===== config.mk =====
export PLATFORM = sky130hd
export DESIGN_NAME = seg7_scan_driver
export DESIGN_NICKNAME = d
export VERILOG_FILES = /design/src/rtl/seg7_pkg.sv /design/src/rtl/hex_to_seg7.sv /design/src/rtl/seg7_scan_driver.sv
export SDC_FILE = /design/constraint.sdc
export NUM_CORES = 1
export LEC_CHECK = 0
export CORE_ASPECT_RATIO = 0.5
export CORE_MARGIN = 10
export CORE_UTILIZATION = 35
export CTS_CLUSTER_SIZE = 16
export DETAILED_ROUTE_END_ITERATION = 10
export PLACE_DENSITY = 0.64
export SYNTH_ARGS = -nofsm -noshare
export SYNTH_HDL_FRONTEND = slang
export SYNTH_SLANG_ARGS = --single-unit

===== constraint.sdc =====
create_clock -name clk -period 6 [get_ports clk]
set_input_delay 1.5 -clock clk [delete_from_list [all_inputs] [get_ports clk]]
set_output_delay 1.5 -clock clk [all_outputs]
set_load 0.005 [all_outputs]

===== src/rtl/seg7_pkg.sv =====
// Shared constants for the 8-digit multiplexed seven-segment display driver.
// Holds the blank and off patterns, the digit count, and the active-low hex glyph table.
package seg7_pkg;

  localparam int unsigned NUM_DIGITS = 8;
  localparam logic [6:0]  SEG_BLANK  = 7'h7F;
  localparam logic [7:0]  AN_OFF     = 8'hFF;

  // Active-low cathode patterns {g,f,e,d,c,b,a}, indexed by nibble value 0..F.
  localparam logic [6:0] SEG_TABLE [16] = '{
    7'h40, 7'h79, 7'h24, 7'h30, 7'h19, 7'h12, 7'h02, 7'h78,
    7'h00, 7'h10, 7'h08, 7'h03, 7'h46, 7'h21, 7'h06, 7'h0E
  };

endpackage


===== src/rtl/hex_to_seg7.sv =====
// Combinational hex-nibble to seven-segment decoder that produces an active-low output.
// Ports:
//   nibble : 4-bit input, the hex value to show.
//   seg_c  : 7-bit output {g,f,e,d,c,b,a}, active low, combinational.
module hex_to_seg7
  import seg7_pkg::*;
(
  input  logic [3:0] nibble,
  output logic [6:0] seg_c
);

  assign seg_c = SEG_TABLE[nibble];

endmodule


===== src/rtl/seg7_scan_driver.sv =====
// Drives an 8-digit multiplexed common-anode display from a 32-bit word, one hex nibble per digit.
// Each digit gets its own time slot. The word is latched once per frame so that no digit shows a torn value.
// Every slot opens with GHOST_CYC dark cycles to suppress ghosting between digits.
// Optional macro LEADING_ZERO_BLANK_EN: when it is defined, leading zero digits 7..1 are dark.
// Ports:
//   clk       : input, system clock.
//   reset     : input, synchronous active-low reset.
//   disp_data : input, 32-bit word. Nibble k appears on digit k, and digit 0 is the rightmost.
//   blank     : input. When it is 1, all anodes are off. Scanning continues.
//   an        : output, 8-bit anode enables, active low, one-hot-low when a digit is lit.
//   seg       : output, 7-bit cathodes {g,f,e,d,c,b,a}, active low.
//   dp        : output, decimal point, active low, always off.
module seg7_scan_driver
  import seg7_pkg::*;
#(
  parameter int unsigned CLK_DIV   = 100000,
  parameter int unsigned GHOST_CYC = 16
) (
  input  logic        clk,
  input  logic        reset,
  input  logic [31:0] disp_data,
  input  logic        blank,
  output logic [7:0]  an,
  output logic [6:0]  seg,
  output logic        dp
);

  localparam int unsigned CNT_W = (CLK_DIV > 1) ? $clog2(CLK_DIV) : 1;
  localparam int unsigned IDX_W = $clog2(NUM_DIGITS);

  logic [CNT_W-1:0] cnt;
  logic [IDX_W-1:0] idx;
  logic [31:0]      shd;

  logic       tick_c;
  logic       ghost_c;
  logic       lead_dark_c;
  logic       lit_c;
  logic [3:0] nibble_c;
  logic [6:0] glyph_c;

  assign tick_c   = (cnt == CNT_W'(CLK_DIV - 1));
  assign nibble_c = shd[{idx, 2'b00} +: 4];

  // The anti-ghosting window at the start of each slot. A zero width disables it entirely.
  generate
    if (GHOST_CYC == 0) begin : g_no_ghost
      assign ghost_c = 1'b0;
    end else begin : g_ghost
      assign ghost_c = (32'(cnt) < GHOST_CYC);
    end
  endgenerate

  // A digit above 0 is dark when its nibble and every higher nibble are zero.
`ifdef LEADING_ZERO_BLANK_EN
  assign lead_dark_c = (idx != IDX_W'(0)) && ((shd >> {idx, 2'b00}) == 32'd0);
`else
  assign lead_dark_c = 1'b0;
`endif

  assign lit_c = !blank && !ghost_c && !lead_dark_c;

  hex_to_seg7 u_hex_to_seg7 (
    .nibble (nibble_c),
    .seg_c  (glyph_c)
  );

  // Slot counter, digit index, and per-frame shadow latch. The outputs are registered from the current state.
  always_ff @(posedge clk) begin
    if (!reset) begin
      cnt <= '0;
      idx <= '0;
      shd <= '0;
      an  <= AN_OFF;
      seg <= SEG_BLANK;
      dp  <= 1'b1;
    end else begin
      if (tick_c) begin
        cnt <= '0;
        idx <= idx + IDX_W'(1);
        if (idx == IDX_W'(NUM_DIGITS - 1)) begin
          shd <= disp_data;
        end
      end else begin
        cnt <= cnt + CNT_W'(1);
      end
      an  <= lit_c ? ~(8'b1 << idx) : AN_OFF;
      seg <= lit_c ? glyph_c : SEG_BLANK;
      dp  <= 1'b1;
    end
  end

endmodule


==> results.sh <==
export IMPL_status="completed"
export IMPL_wirelength_mm=6.73
export IMPL_netlist_area_um2=3040
export IMPL_rsz0062_at_grt="false"
export IMPL_slew_headroom=0.292
export IMPL_die_w_um=152
export IMPL_post_route_period_util=0.511
export IMPL_ys_types=39
export IMPL_crit_type="reg2reg"
export IMPL_syn_instance_count=333
export IMPL_hold_path_class="reg2reg"
export IMPL_cts_clk_slew_worst_paths_ns=0.05
export IMPL_yosys_top_cells_area="dfxtp_1 (44%), nand2_1 (10%), a21boi_0 (7.2%), ha_1 (4.9%), xnor2_1 (3.2%)"
export IMPL_root_buffer="clkbuf_16"
export IMPL_cp_top_family="multiplexers"
export IMPL_cts_hold_buf=0
export IMPL_synth_top_area_share=0.441
export IMPL_ir_worst_vdd_mv=0.165
export IMPL_crit_path_end="seg[3]"
export IMPL_antenna_found_initial=0
export IMPL_yosysWarnings=0
export IMPL_route_detailed_drc=0
export IMPL_area_growth_pct=28.7
export IMPL_drt_first_pass_iters=4
export IMPL_grt_pass1_wl_mm=11.1
export IMPL_max_freq_ghz=0.326
export IMPL_syn_nets=380
export IMPL_synth_top_flop_cell="dfxtp_1"
export IMPL_rr_endpoint="seg[3]"
export IMPL_cp_arrival_ns=3.25
export IMPL_clockBufferDepth=2
export IMPL_clock_latency_ns=0.33
export IMPL_grt_pass1_vias=2200
export IMPL_period_needed_ns=3.07
export IMPL_ant_nets=0
export IMPL_setup_violations_final=0
export IMPL_crit_path_start="idx[0]"
export IMPL_grt_use_total=0.102
export IMPL_finalClockSkew_ns=0.00751
export IMPL_crit_path_cell_trace="mux4_1 > mux2i_1 > inv_1 > ha_1 > a21boi_0 > a2111oi_0 > a31oi_1"
export IMPL_start_util=0.370
export IMPL_reg2reg_slack_ns=2.93
export IMPL_fin_setup_tns_ns=0
export IMPL_rows=23
export IMPL_synth_area_leader_cell="dfxtp_1"
export IMPL_vias_per_cell=4.73
export IMPL_port_buffers=49
export IMPL_wl_per_cell_um=13.7
export IMPL_cts_buffers=9
export IMPL_final_util=0.476
export IMPL_postSynth_asyncResetShare=0
export IMPL_path_depth=7
export IMPL_crit_reg2reg_launch="idx[0]"
export IMPL_crit_fanout=14
export IMPL_cts_tree="done"
export IMPL_worstMarginPinSlew_ns=1.06
export IMPL_p_per_area_nw_per_um2=267
export IMPL_overflow=0
export IMPL_dp_hpwl_mm=4.83
export IMPL_leakagePower_uw=0.00141
export IMPL_power_uw=1050
export IMPL_cts_setup_buffers=0
export IMPL_reg2reg_depth=7
export IMPL_place_gp_congestion=0.821
export IMPL_design_area_um2=3920
export IMPL_hold_viol=0
export IMPL_cp_required_ns=6.19
export IMPL_finalMaxSlewViolations=0
export IMPL_max_stage_delay_ns=0.82
export IMPL_endpoint_kind="flip-flop"
export IMPL_cts_max_level=3
export IMPL_dpl_instance_area_um2=3590
export IMPL_drive_gt1_frac=0.0682
export IMPL_synth_edff_count=0
export IMPL_die_h_um=85.9
export IMPL_drt_initial_drc_count=163
export IMPL_critPathBufInv=1
export IMPL_cts_sinks=67
export IMPL_worstHoldPathCells=1
export IMPL_synth_seq_cells=67
export IMPL_grt_max_degree=40
export IMPL_seq_area_frac_synth=0.441
export IMPL_synth_area_per_cell_um2=9.13
export IMPL_final_net_count=423
export IMPL_pin_count=51
export IMPL_cp_slowest_cell="dfxtp_1"
export IMPL_cts_repair_resized=0
export IMPL_dieArea_um2=13000
export IMPL_vias=2330
export IMPL_diodes=0
export IMPL_max_cap_viol_count=0
export IMPL_core_area_um2=8230
export IMPL_start_kind="flip-flop"
-- kinds of logic (layout without fill, tap and decap cells) --
| kind of cell | count (synthesis) | after routing | share of synthesized area |
|---|---|---|---|
| adders and majority gates | 12 | 12 | 0.0494 |
| xor gates and xnor gates | 17 | 17 | 0.0490 |
| AOI/OAI and AO/OA | 46 | 46 | 0.115 |
| and+or+nand+nor | 146 | 146 | 0.209 |
| other | 1 | 1 | 0.00123 |
| DFF | 67 | 67 | 0.441 |
| buffers and inverters | 26 | 74 | 0.0415 |
| muxes | 18 | 18 | 0.0938 |
-- layout make-up --
| cell class | instances | area (um2) |
|---|---|---|
| fillers | 803 | 4320 |
| repair buffers | 51 | 505 |
| clock buffers | 10 | 239 |
| multi-input cells | 240 | 1570 |
| flip-flops and latches | 67 | 1340 |
| inverters | 7 | 26.3 |
| well taps | 112 | 140 |
| clock inverters | 6 | 88.8 |
-- cell usage after synthesis, drive strengths merged (2+ instances only) --
library cell and instances:
o21ai 3, o221ai 3, nand3 12, inv 6, mux2 2, nor2b 4
nor3 4, and3 3, a31oi 2, xnor2 11, nand2 83, a21boi 33
mux4 6, buf 10, nor4 7, and2 5, nand4 4, nor2 22
dfxtp 67, mux2i 10, xor2 6, ha 12, clkbuf 9
-- report_power, final --
group / switching [uW] / leakage, uW / internal (uW)
combinational: 9.48 / 0.000711 / 24.1
sequential: 1.31 / 0.000541 / 447
clock: 190 / 0.000155 / 374
total: 201 / 0.00141 / 845
-- sequential cells by signal, indices dropped and copies added, names as in the netlist --
| register | flops |
|---|---|
| an | 8 |
| cnt | 17 |
| idx | 3 |
| seg | 7 |
| shd | 32 |
-- worst min path at each step --
stage	startpoint	endpoint
2_1_floorplan	cnt[0]	cnt[0]
3_3_place_gp	cnt[0]	cnt[0]
3_5_place_dp	shd[5]	shd[5]
4_1_cts	shd[5]	shd[5]
5_1_grt	shd[5]	shd[5]
6_report	cnt[0]	cnt[0]
-- per-stage QoR --
step                setup slack (ns)  instances  hold WS, ns
global route                    2.58        493        0.466
detailed placement              2.77        477        0.445
global placement                2.80        477        0.431
floorplan                       3.55        333        0.418
CTS                             2.95        493        0.451
finish                          2.93        493        0.447
-- layer usage --
| layer | wire, um | GRT usage | up-vias |
|---|---|---|---|
| met3 | 307 | 0.0389 | 8 |
| met1 | 3360 | 0.130 | 1066 |
| li1 | - | - | 1215 |
| met2 | 2980 | 0.156 | 41 |
| met4 | 91 | 0.0365 | 0 |
| met5 | 0 | 0 | - |
-- placed cells by master, fill, tap and decap left out, types with 2 or more instances in the layout --
cell type	instances
nand4_1	4
and3_1	3
nand3_1	12
inv_1	6
clkinvlp_4	2
nor2b_1	4
mux2i_1	9
dfxtp_1	67
nor2_1	22
nor3_1	4
clkdlybuf4s50_1	49
nor4_1	7
mux4_2	3
a21boi_0	29
bufinv_16	2
nand2_1	83
o221ai_1	3
buf_4	2
ha_1	12
xnor2_1	11
xor2_1	6
clkbuf_16	9
mux4_1	3
a31oi_1	2
o21ai_0	3
a21boi_1	4
and2_1	5
(Power assumes the default switching activity.)
